--- config.mk ---
export PLATFORM = sky130hd
export DESIGN_NAME = flappy_score_unit
export DESIGN_NICKNAME = d
export VERILOG_FILES = /design/src/rtl/flappy_score_unit.sv
export SDC_FILE = /design/constraint.sdc
export NUM_CORES = 1
export LEC_CHECK = 0
export BUFFER_PORTS_ARGS = -buffer_cell sky130_fd_sc_hd__buf_2
export CORE_MARGIN = 4
export CORE_UTILIZATION = 51
export DETAILED_ROUTE_END_ITERATION = 7
export HOLD_SLACK_MARGIN = 0.06
export PLACE_DENSITY = 0.94
export SETUP_SLACK_MARGIN = 0.05
export SYNTH_ARGS = -nofsm -noshare
export SYNTH_HDL_FRONTEND = slang
export SYNTH_SLANG_ARGS = --single-unit
--- constraint.sdc ---
create_clock -name clk -period 4.85 [get_ports clk]
set_input_delay 0.2425 -clock clk [delete_from_list [all_inputs] [get_ports clk]]
set_output_delay 0.2425 -clock clk [all_outputs]
set_load 0.05 [all_outputs]
--- src/rtl/flappy_score_unit.sv ---
// Game status for Flappy Bird: pipe collision, sticky game-over, pass score, 7-seg decode, gap LFSR.
// Optional macro FLOOR_COLLISION_EN: floor/ceiling contact also ends the game.
module flappy_score_unit #(
  parameter int         SCORE_MAX     = 99,
  parameter int         SCREEN_BOTTOM = 479,
  parameter logic [9:0] LFSR_SEED     = 10'h000
) (
  input  logic       clk,
  input  logic       reset,
  input  logic [9:0] bird_x0,
  input  logic [9:0] bird_x1,
  input  logic [8:0] bird_y0,
  input  logic [8:0] bird_y1,
  input  logic [9:0] pipe1_x0,
  input  logic [9:0] pipe1_x1,
  input  logic [8:0] pipe1_y0,
  input  logic [8:0] pipe1_y1,
  input  logic [9:0] pipe2_x0,
  input  logic [9:0] pipe2_x1,
  input  logic [8:0] pipe2_y0,
  input  logic [8:0] pipe2_y1,
  input  logic [9:0] pipe3_x0,
  input  logic [9:0] pipe3_x1,
  input  logic [8:0] pipe3_y0,
  input  logic [8:0] pipe3_y1,
  output logic [6:0] score,
  output logic       game_over,
  output logic [6:0] HEX0,
  output logic [6:0] HEX1,
  output logic [9:0] pipe_length
);

  localparam logic [6:0] SCORE_SAT = 7'(SCORE_MAX);
  localparam logic [8:0] FLOOR_ROW = 9'(SCREEN_BOTTOM);
`ifdef FLOOR_COLLISION_EN
  localparam logic FLOOR_EN = 1'b1;
`else
  localparam logic FLOOR_EN = 1'b0;
`endif

  logic [9:0] px0 [3];
  logic [9:0] px1 [3];
  logic [8:0] py0 [3];
  logic [8:0] py1 [3];

  assign px0[0] = pipe1_x0;
  assign px0[1] = pipe2_x0;
  assign px0[2] = pipe3_x0;
  assign px1[0] = pipe1_x1;
  assign px1[1] = pipe2_x1;
  assign px1[2] = pipe3_x1;
  assign py0[0] = pipe1_y0;
  assign py0[1] = pipe2_y0;
  assign py0[2] = pipe3_y0;
  assign py1[0] = pipe1_y1;
  assign py1[1] = pipe2_y1;
  assign py1[2] = pipe3_y1;

  logic [2:0] hit;
  logic [2:0] passed_now;
  logic [2:0] passed_q;
  logic [2:0] pass_evt;
  logic       bound_hit;
  logic       any_hit;
  logic [1:0] pass_cnt;
  logic [7:0] score_sum;
  logic [6:0] score_next;
  logic [6:0] tens;
  logic [6:0] ones;

  // A pipe is solid outside its gap, so either vertical edge overlapping counts as a hit.
  always_comb begin
    hit        = '0;
    passed_now = '0;
    for (int i = 0; i < 3; i++) begin
      hit[i] = (bird_x1 >= px0[i]) && (bird_x0 <= px1[i]) &&
               ((bird_y0 <= py1[i]) || (bird_y1 >= py0[i]));
      passed_now[i] = (px1[i] < bird_x0);
    end
  end

  assign bound_hit = FLOOR_EN && ((bird_y1 >= FLOOR_ROW) || (bird_y0 == 9'd0));
  assign any_hit   = (|hit) || bound_hit;
  assign pass_evt  = passed_now & ~passed_q;

  always_comb begin
    pass_cnt   = {1'b0, pass_evt[0]} + {1'b0, pass_evt[1]} + {1'b0, pass_evt[2]};
    score_sum  = {1'b0, score} + {6'b0, pass_cnt};
    score_next = (score_sum >= {1'b0, SCORE_SAT}) ? SCORE_SAT : score_sum[6:0];
  end

  // Collision wins over scoring in the cycle it happens; afterwards the score is frozen.
  always_ff @(posedge clk or posedge reset) begin
    if (reset) begin
      score       <= '0;
      game_over   <= 1'b0;
      passed_q    <= '0;
      pipe_length <= LFSR_SEED;
    end else begin
      pipe_length <= {pipe_length[8:0], ~(pipe_length[9] ^ pipe_length[6])};
      passed_q    <= passed_now;
      if (!game_over) begin
        if (any_hit) begin
          game_over <= 1'b1;
        end else begin
          score <= score_next;
        end
      end
    end
  end

  function automatic logic [6:0] seg7(input logic [6:0] d);
    case (d)
      7'd0:    seg7 = 7'b1000000;
      7'd1:    seg7 = 7'b1111001;
      7'd2:    seg7 = 7'b0100100;
      7'd3:    seg7 = 7'b0110000;
      7'd4:    seg7 = 7'b0011001;
      7'd5:    seg7 = 7'b0010010;
      7'd6:    seg7 = 7'b0000010;
      7'd7:    seg7 = 7'b1111000;
      7'd8:    seg7 = 7'b0000000;
      7'd9:    seg7 = 7'b0010000;
      default: seg7 = 7'h7F;
    endcase
  endfunction

  assign tens = score / 7'd10;
  assign ones = score % 7'd10;
  assign HEX0 = seg7(ones);
  assign HEX1 = (score < 7'd10) ? 7'h7F : seg7(tens);

endmodule

After elaboration in Yosys (flattened, before gate mapping) --
Memories as Yosys holds them, arrays and structs flattened. Cells that the tools add are included.
Word-level totals: bits in registers 21, output and inout bits 32, logic and storage cells 53, bits in read-only memories 224, memories kept 2, input bits 154
Operators by class: reduce and logical (&&, ||, !) cells 13, add/sub/neg operators 3, div/mod/pow operators 2, $lt $le $gt $ge 17, multiplexer cells 6, bitwise logic cells 6
Memory list:
- (no name shown) | words 16, width 7, read ports 1, clocked after Yosys merged registers in 0, write ports 0, line 113 | case (d)
- (no name shown) | words 16, width 7, read ports 1, clocked after Yosys merged registers in 0, write ports 0, line 113
Operators by type and width (number):
- $ge A10 B10 Y1 | 3
- $le A10 B10 Y1 | 3
- $lt A10 B10 Y1 | 3
- $mux W7 | 4
- $ge A9 B9 Y1 | 3
- $le A9 B9 Y1 | 3
- $add A7 B2 Y8 | 1
- $ge A8 B7 Y1 const B | 1
- $div A7 B4 Y7 const B | 1
- $lt A7 B4 Y1 const B | 1
- $mod A7 B4 Y7 const B | 1
- $logic_and A1 B1 Y1 | 6
- $logic_not A3 Y1 | 2
- $and A3 B3 Y3 | 1
- $logic_or A1 B1 Y1 | 3
- $not A1 Y1 | 3
- $not A3 Y3 | 1
- $reduce_or A3 Y1 | 1
- $add A1 B1 Y2 | 1
- $add A2 B1 Y2 | 1
- $mux W1 | 2
- $reduce_and A2 Y1 | 1
- $xor A1 B1 Y1 | 1

Depth between registers and ports, before layout --
Gate-level depths: netlist of the first run.
depth after elaboration 7, mapped depth 20, mapped depth without buffers 20

Worst setup path before layout of the first run --
No wires, ideal clock.
path kind register to output, from register score[6], to output HEX0[2], cell stages (with the launch flop) 16, slack -263 ps, data arrival time 4870 ps, path through dfrtp_1 -> buf_6 -> nand2b_4 -> buf_6 -> a221oi_4 -> nor2_1 -> nand2_1 -> and2_1 -> ha_1 -> buf_1 -> nand2b_1 -> a21boi_0 -> a2111o_1 -> o2111ai_1 -> a211o_1 -> o311ai_0
On the way: longest elaborated chain between the ends 3, elaborated cells on any way between the ends 4, classes of those cells div (1); mux (1); reduce/logical (1); memory (1)
RTL lines:
- start: declaration | line 26 | output logic [6:0] score,
- start signal: assignment | line 106 | score <= score_next;
- $mod A7 B4 Y7 (*) | line 129 | assign ones = score % 7'd10;
- $mem_v2 Z16 W7 or $logic_not A3 Y1 (tied branches)
- $mux W7 (*) | line 113
- end: declaration | line 28 | output logic [6:0] HEX0,
Mark *: on every way between the ends. The rest lies on a longest branch, timed or not.

Worst setup path in the final report of the first run --
from register score[4], to output HEX0[3]
The elaborated chain is that of the path after synthesis.

==> results of run 1 <==
==> cell type report <==
class	count	area (um2)
Multi-Input combinational cell	437	3540
Sequential cell	21	527
Clock inverter	1	5.00
Tap cell	108	135
Timing Repair Buffer	188	948
Clock buffer	3	41.3
Inverter	111	417
Fill cell	749	3070
==> stage by stage <==
step                      total power (uW)  cells  utilization [%]
after floorplan                       2440    582                -
after detailed placement              3020    865             64.1
after global routing                  3420    869             64.6
after CTS                             3150    869             64.6
final                                 3170    869             64.6
after global placement                2980    865             64.1
==> kinds of logic after synthesis <==
family | Yosys count | share of synthesized area (%)
buffers and inverters | 124 | 10.7
AOI/OAI and AO/OA | 162 | 24.4
adders and majority gates | 127 | 35.3
DFF | 21 | 11.6
and+or+nand+nor | 135 | 15.2
xor gates and xnor gates | 5 | 0.963
muxes | 8 | 1.95
==> power groups by stage <==
stage | logic [uW] | registers (uW) | clock network, uW
2_1_floorplan | 2090 | 352 | 0
3_3_place_gp | 2680 | 303 | 0
3_5_place_dp | 2710 | 304 | 0
4_1_cts | 2730 | 302 | 118
5_1_grt | 2970 | 316 | 126
6_report | 2750 | 307 | 114
==> metal layers <==
metal	share of wire, %	global-route usage, %
met5	0	0
met4	2.0	5.95
met3	7.7	2.87
met2	50	44.0
met1	40	27.5
==> placed cells by master (no fill, tap or decap), types with 3 or more instances in the layout <==
cell       count
o21ai_0       37
a211o_1        4
a211oi_1      12
dfrtp_1       20
and2_1         3
xnor2_1        3
mux2_2         3
o2111ai_1      4
o31ai_1        5
nor2b_1        8
buf_2        185
o21ai_1        3
o21a_1        13
nand2b_1      14
a31oi_1        3
a21oi_1       31
buf_4          3
a2111oi_0      3
clkbuf_8       3
o211ai_1       6
inv_1        111
or4_1          3
nor3_1        11
ha_1         125
nand3_1        7
nand4_1       10
o22ai_1        4
mux2i_1        4
a21o_1        11
nor4_1         3
nor2_1        29
nand2_1       34
==> critical path: cells and delay by family, from the launching register on <==
family | cells | cell delay (ns)
fa+ha+maj | 1 | 0.36
compound gates | 5 | 1.23
flops | 1 | 0.57
buf+inv | 2 | 0.43
simple gates | 7 | 1.33
==> flip-flops by register name, indices dropped and copies added, names as in the netlist <==
name	flops
game_over	1
score	7
passed_q	3
pipe_length	10
==> repair_timing <==
action,in CTS,in global routing
setup endpoints to repair,0,1
endpoints found under the hold margin,0,0
gates resized for setup,0,1
==> worst paths after layout <==
check | endpoint | slack (ns)
setup reg to reg | score[4] | 1.45
hold reg to reg | pipe_length[1] | 0.37
min in group clk | passed_q[1] | 0.35
hold / removal | pipe_length[3] | 0.13
max in group asynchronous | score[6] | 4.18
setup / recovery | HEX0[3] | 0.42
==> impl_metrics.sql, run 1 <==
INSERT INTO impl_metrics (metric_group, metric, value, unit) VALUES
('status', 'outcome', 'finished, final reports clean', ''),
('power', 'combinational_share_of_power', '86.7', '%'),
('power', 'switchingPower', '2060', 'uW'),
('timing', 'worst_slew_margin_rel', '47.1', '%'),
('floorplanning', 'start_util', '52.4', '%'),
('clock_tree', 'clock_tree.htree_level_count', '1', ''),
('floorplanning', 'core_region_area', '8680', 'um2'),
('clock_tree', 'worst_skew_pair.late_latency', '0.26', 'ns'),
('clock_tree', 'cts_root_buffer', 'clkbuf_8', ''),
('yosys', 'post_synthesis_area_per_instance', '7.81', 'um2'),
('yosys', 'leading_cell_type_by_number_of_instances_after_synthesis', 'ha_1', ''),
('timing', 'hold_viol', '0', ''),
('finish', 'layout.cell_area.non_filler', '5610', 'um2'),
('floorplanning', 'die_x', '102', 'um'),
('global_route', 'via_count_of_the_first_global_routing_pass', '4691', ''),
('worst_setup_path', 'critical_path.startpoint', 'score[4]', ''),
('place', 'placed_area', '5560', 'um2'),
('power', 'powerDensity', '565', 'nW/um2'),
('route', 'drtAntennaViolNets', '0', ''),
('global_route', 'globalRoute.totalOverflow', '0', ''),
('route', 'drt_wl_total', '12700', 'um'),
('yosys', 'ys_seq_elements', '21', ''),
('timing', 'worstMarginPinSlew', '0.792', 'ns'),
('timing', 'final_setup_tns', '0', 'ns'),
('power', 'p_seq_share', '9.7', '%'),
('global_route', 'grt_start_max_net_pins', '22', ''),
('worst_setup_path', 'worstPathCellList', 'nand2b_1 -> a221oi_4 -> nor2_1 -> buf_4 -> nand2_1 -> and2_1 -> ha_1 -> nand2b_1 -> a21boi_0 -> a2111o_1 -> o2111ai_1 -> a211o_1 -> or4_1 -> nand4_1 -> buf_2', ''),
('worst_setup_path', 'timing.critical_path.mode_cell', 'nand2b_1', ''),
('global_route', 'antenna_found_initial', '0', ''),
('worst_setup_path', 'crit_slowest_cell', 'dfrtp_1', ''),
('worst_setup_path', 'critical_path_data_required_time', '4.61', 'ns'),
('yosys', 'ys_top_cells_by_area', 'ha_1, dfrtp_1, inv_1, o21ai_0, a21oi_1', ''),
('global_route', 'globalRouteTotalUtil', '23.3', '%'),
('yosys', 'synth.distinct_cells', '67', ''),
('yosys', 'synthesis.instances', '582', ''),
('yosys', 'synth.yosys.seq_area_share', '11.6', '%'),
('floorplanning', 'die_h', '102', 'um'),
('timing', 'clock.fmax', '0.226', 'GHz'),
('job', 'max_cap_viol_count', '0', ''),
('power', 'part_of_the_total_power_dissipated_in_the_clock_network', '3.6', '%'),
('yosys', 'synth_async_sr_flop_share', '100', '%'),
('worst_setup_path', 'critical_path.reg2reg.startpoint', 'score[0]', ''),
('hold_path', 'timing.hold.worst.class', 'primary input to asynchronous set/reset pin', ''),
('power', 'ir_drop', '1230', 'uV'),
('timing', 'holdWs', '0.128', 'ns'),
('floorplanning', 'fp.dieArea', '10500', 'um2'),
('worst_setup_path', 'startpoint_type', 'register', ''),
('route', 'drt_pre_antenna_iters', '5', ''),
('yosys', 'synth_largest_type_area_fraction', '34.4', '%'),
('place', 'detailedPlace.worstSlack', '0.628', 'ns'),
('power', 'power_report.internal_total', '1110', 'uW'),
('worst_setup_path', 'timing.critical_path.fanout_max', '17', ''),
('clock_tree', 'cts_sinks', '21', ''),
('timing', 'slew_violations', '0', ''),
('route', 'drt_iter0_drc', '215', ''),
('finish', 'diodes', '0', ''),
('yosys', 'synth_commonest_cells', 'ha_1, inv_1, o21ai_0', ''),
('route', 'vias', '4797', ''),
('finish', 'design.final.nets', '1043', ''),
('route', 'drt_drc_violations_left', '0', ''),
('worst_setup_path', 'endpoint_kind', 'primary output', ''),
('route', 'wire_per_inst', '14.7', 'um'),
('clock_tree', 'cts_hold_buffers', '0', ''),
('yosys', 'synthesis.area', '4550', 'um2'),
('clock_tree', 'clkSlewWorstSetupHoldPaths', '0.07', 'ns'),
('worst_setup_path', 'timing.critical_path.arrival', '4.19', 'ns'),
('clock_tree', 'post_cts_buffers', '0', ''),
('worst_setup_path', 'setup.worst_path.class', 'register to primary output', ''),
('clock_tree', 'clock_path_buffers', '2', ''),
('yosys', 'synth-warning-count', '0', ''),
('timing', 'min_period', '4.43', 'ns');
Note: power is estimated with default switching activity, not from simulation.
==> inputs of run 2 (changes only) <==
- ABC_AREA: not set -> 1
- CORE_UTILIZATION: 51 -> 35
- PLACE_DENSITY: 0.94 -> 0.71
==> impl_metrics.sql, run 2 <==
INSERT INTO impl_metrics (metric_group, metric, value, unit) VALUES
('status', 'outcome', 'finished, final reports clean', ''),
('floorplanning', 'core_region_area', '12600', 'um2'),
('clock_tree', 'cts_sinks', '21', ''),
('yosys', 'synth_async_sr_flop_share', '100', '%'),
('route', 'drt_iter0_drc', '147', ''),
('yosys', 'ys_seq_elements', '21', ''),
('finish', 'multi_input_area', '3420', 'um2'),
('timing', 'clock.fmax', '0.266', 'GHz'),
('power', 'pnr_total_power', '3480', 'uW'),
('timing', 'hold_viol', '0', ''),
('timing', 'layout_worst_path_cycle_share', '77.5', '%'),
('timing', 'final_setup_tns', '0', 'ns'),
('timing', 'rsz0062_at_grt', 'no', ''),
('power', 'ir_drop', '631', 'uV'),
('yosys', 'muxShareOfSynthArea', '0', '%'),
('clock_tree', 'post_cts_buffers', '0', ''),
('yosys', 'synth_edf_count', '0', ''),
('place', 'post-place-cells', '1002', ''),
('finish', 'design.final.nets', '1116', ''),
('global_route', 'via_count_of_the_first_global_routing_pass', '4495', ''),
('timing', 'worstMarginPinSlew', '0.788', 'ns'),
('route', 'vias', '4667', ''),
('yosys', 'synth.yosys.seq_area_share', '11.7', '%'),
('place', 'port_buffers', '185', ''),
('yosys', 'synth.distinct_cells', '39', ''),
('floorplanning', 'std_cell_rows', '41', ''),
('worst_setup_path', 'setup.worst_path.class', 'register to primary output', ''),
('global_route', 'antenna_found_initial', '0', ''),
('route', 'wire_per_inst', '11.7', 'um'),
('worst_setup_path', 'critical_path.reg2reg.startpoint', 'score[0]', ''),
('route', 'drt_pre_antenna_iters', '4', ''),
('yosys', 'synthesis.area', '4510', 'um2'),
('timing', 'worst_slew_margin_rel', '47.4', '%'),
('global_route', 'globalRouteTotalUtil', '15.4', '%'),
('yosys', 'synthesized_area_fraction_occupied_by_ao_oa_aoi_and_oai_cells', '13.9', '%'),
('worst_setup_path', 'critical_path_data_required_time', '4.61', 'ns'),
('worst_setup_path', 'worst-r2r-setup-slack', '1.92', 'ns'),
('yosys', 'ys.flop_type', 'dfrtp_1', ''),
('finish', 'syn2layout_area_growth', '27.1', '%'),
('floorplanning', 'die_h', '121', 'um'),
('yosys', 'leading_cell_type_by_number_of_instances_after_synthesis', 'inv_1', ''),
('clock_tree', 'cts_hold_buffers', '0', ''),
('global_route', 'globalRoute.totalOverflow', '0', ''),
('yosys', 'ys_top_cells_by_area', 'ha_1, inv_1, dfrtp_1, nand2_1, a21oi_1', ''),
('yosys', 'synth_largest_type_area_fraction', '34.7', '%'),
('clock_tree', 'cts_root_buffer', 'clkbuf_16', ''),
('finish', 'final_common_cell', 'buf_2', ''),
('finish', 'finalNonFillerCells', '1006', ''),
('worst_setup_path', 'endpoint_kind', 'primary output', ''),
('yosys', 'synthesis.instances', '645', ''),
('clock_tree', 'cts_tree', 'built', ''),
('route', 'drtAntennaViolNets', '0', ''),
('timing', 'slew_violations', '0', ''),
('finish', 'layout.cells.most_common_list', 'buf_2, inv_1, ha_1', ''),
('clock_tree', 'cts-buffers-inserted', '3', ''),
('clock_tree', 'clock_tree.htree_level_count', '1', ''),
('global_route', 'grt_start_max_net_pins', '22', ''),
('worst_setup_path', 'timing.critical_path.fanout_max', '8', ''),
('finish', 'diodes', '0', ''),
('route', 'drt_wl_total', '11700', 'um'),
('yosys', 'synth-xor-area-share', '0.777', '%'),
('place', 'dp.final_hpwl', '10700', 'um'),
('yosys', 'synth-warning-count', '0', ''),
('power', 'power.leakage', '0.00351', 'uW'),
('route', 'drt_drc_violations_left', '0', ''),
('worst_setup_path', 'ff2ff_path_depth', '13', ''),
('yosys', 'synthAdderAreaFrac', '35.6', '%'),
('timing', 'clock_skew', '0.00399', 'ns'),
('floorplanning', 'fp.dieArea', '14800', 'um2'),
('global_route', 'grt_pass1_wl', '19300', 'um'),
('clock_tree', 'clkSlewWorstSetupHoldPaths', '0.06', 'ns'),
('finish', 'largest-register', 'pipe_length', ''),
('yosys', 'synth_top_family_by_area', 'adder cells', ''),
('clock_tree', 'worst_skew_pair.late_latency', '0.26', 'ns'),
('timing', 'min_period', '3.76', 'ns'),
('finish', 'fillerInstances', '1351', ''),
('clock_tree', 'clock_path_buffers', '2', ''),
('hold_path', 'timing.hold.worst.class', 'primary input to asynchronous set/reset pin', ''),
('yosys', 'synth_fp_nets', '926', ''),
('worst_setup_path', 'startpoint_type', 'register', ''),
('floorplanning', 'start_util', '35.7', '%'),
('worst_setup_path', 'timing.critical_path.arrival', '3.52', 'ns'),
('power', 'powerDensity', '607', 'nW/um2'),
('route', 'post_drt_via_cell_ratio', '4.64', ''),
('yosys', 'synth_commonest_cells', 'inv_1, ha_1, nand2_1', ''),
('clock_tree', 'post_cts_resize_count', '0', ''),
('floorplanning', 'io_pins', '186', ''),
('finish', 'seq_area', '526', 'um2'),
('finish', 'final_layout_size_suffix_gt1_share', '26.4', '%'),
('job', 'max_cap_viol_count', '0', ''),
('finish', 'largest_register_ff_count', '10', ''),
('yosys', 'post_synthesis_area_per_instance', '6.99', 'um2'),
('yosys', 'synth_largest_area_cell', 'ha_1', ''),
('place', 'gpl.final_weighted_congestion', '0.869', ''),
('finish', 'largestRegisters', 'pipe_length (10), score (7), passed_q (3)', ''),
('timing', 'final_count_of_negative_setup_slack_endpoints', '0', ''),
('floorplanning', 'die_x', '121', 'um'),
('yosys', 'yosys.area_share.simple', '25.7', '%'),
('worst_setup_path', 'rr_endpoint', 'score[4]', '');
==> run 2: cell count changes in the layout (fill, tap and decap cells not counted), moves of 10 or more <==
cell | previous run | this run
a21o_1 | 11 | 1
nand2_1 | 34 | 115
a21oi_1 | 31 | 49
nand3_1 | 7 | 36
inv_1 | 111 | 142
o21ai_0 | 37 | 25
nand2b_1 | 14 | 0
==> run 2: kinds of logic (layout without fill, tap and decap cells) <==
family,Yosys count,count (layout)
AOI/OAI and AO/OA,107,107
xor gates and xnor gates,4,4
DFF,21,21
adders and majority gates,127,127
and+or+nand+nor,238,238
buffers and inverters,148,337
==> run 2: worst max-delay path, stage by stage (launching register included) <==
cell and delay [ns]:
dfrtp_1 0.43, inv_1 0.24, nand3_2 0.13, nand2_2 0.09
nand3_1 0.08, nand2_2 0.14, nand2_4 0.07, nand2_4 0.08
nand3_1 0.13, nand2_1 0.16, clkinv_2 0.09, ha_1 0.20
inv_1 0.10, nand3_4 0.10, nand3_4 0.14, nand2_2 0.07
nand2_4 0.09, inv_1 0.08, ha_1 0.29, or2_0 0.22
nand2_1 0.06, buf_2 0.25
==> run 2: how the worst max path moves through the flow <==
stage / to / slack (ns) / cells past startpoint / startpoint
final: HEX0[1] / 1.09 / 21 / score[3]
after global routing: HEX0[4] / 0.72 / 25 / score[4]
after CTS: HEX0[1] / 1.08 / 23 / score[6]
after detailed placement: score[4] / 1.15 / 23 / bird_x0[9]
after global placement: score[4] / 1.24 / 23 / bird_x0[9]
after floorplan: HEX0[1] / 1.22 / 21 / score[6]
==> run 2: per-stage QoR <==
step           instance area (um2)  utilization, %  hold WS [ns]  setup slack, ns
5_1_grt                       5730            45.4         0.212            0.717
3_5_place_dp                  5650            44.8         0.358             1.15
4_1_cts                       5730            45.4         0.157             1.08
3_3_place_gp                  5650            44.8         0.352             1.24
2_1_floorplan                 4510               -         0.219             1.22
6_report                      5730            45.4         0.126             1.09
==> run 2: metal layers <==
metal  GRT usage [%]  share of wire, %  vias to the layer above
met4            2.31              0.77                        0
met5               0                 0                        -
met1            21.0                46                     2019
met2            27.0                48                      117
met3            1.31               5.1                       10
li1                -                 -                     2521
==> run 2: power breakdown <==
group          total (uW)  internal [uW]  leakage [uW]  switching [uW]
combinational        3060            854       0.00321            2210
sequential            244            199      0.000259            44.8
clock                 177            111     0.0000409            66.0
==> run 2: final cells by class <==
class,instances,area share (%)
well taps,172,3.76
inverters,148,9.72
repair buffers,185,16.2
clock inverters,1,0.0874
flip-flops and latches,21,9.17
multi-input cells,476,59.8
clock buffers,3,1.31
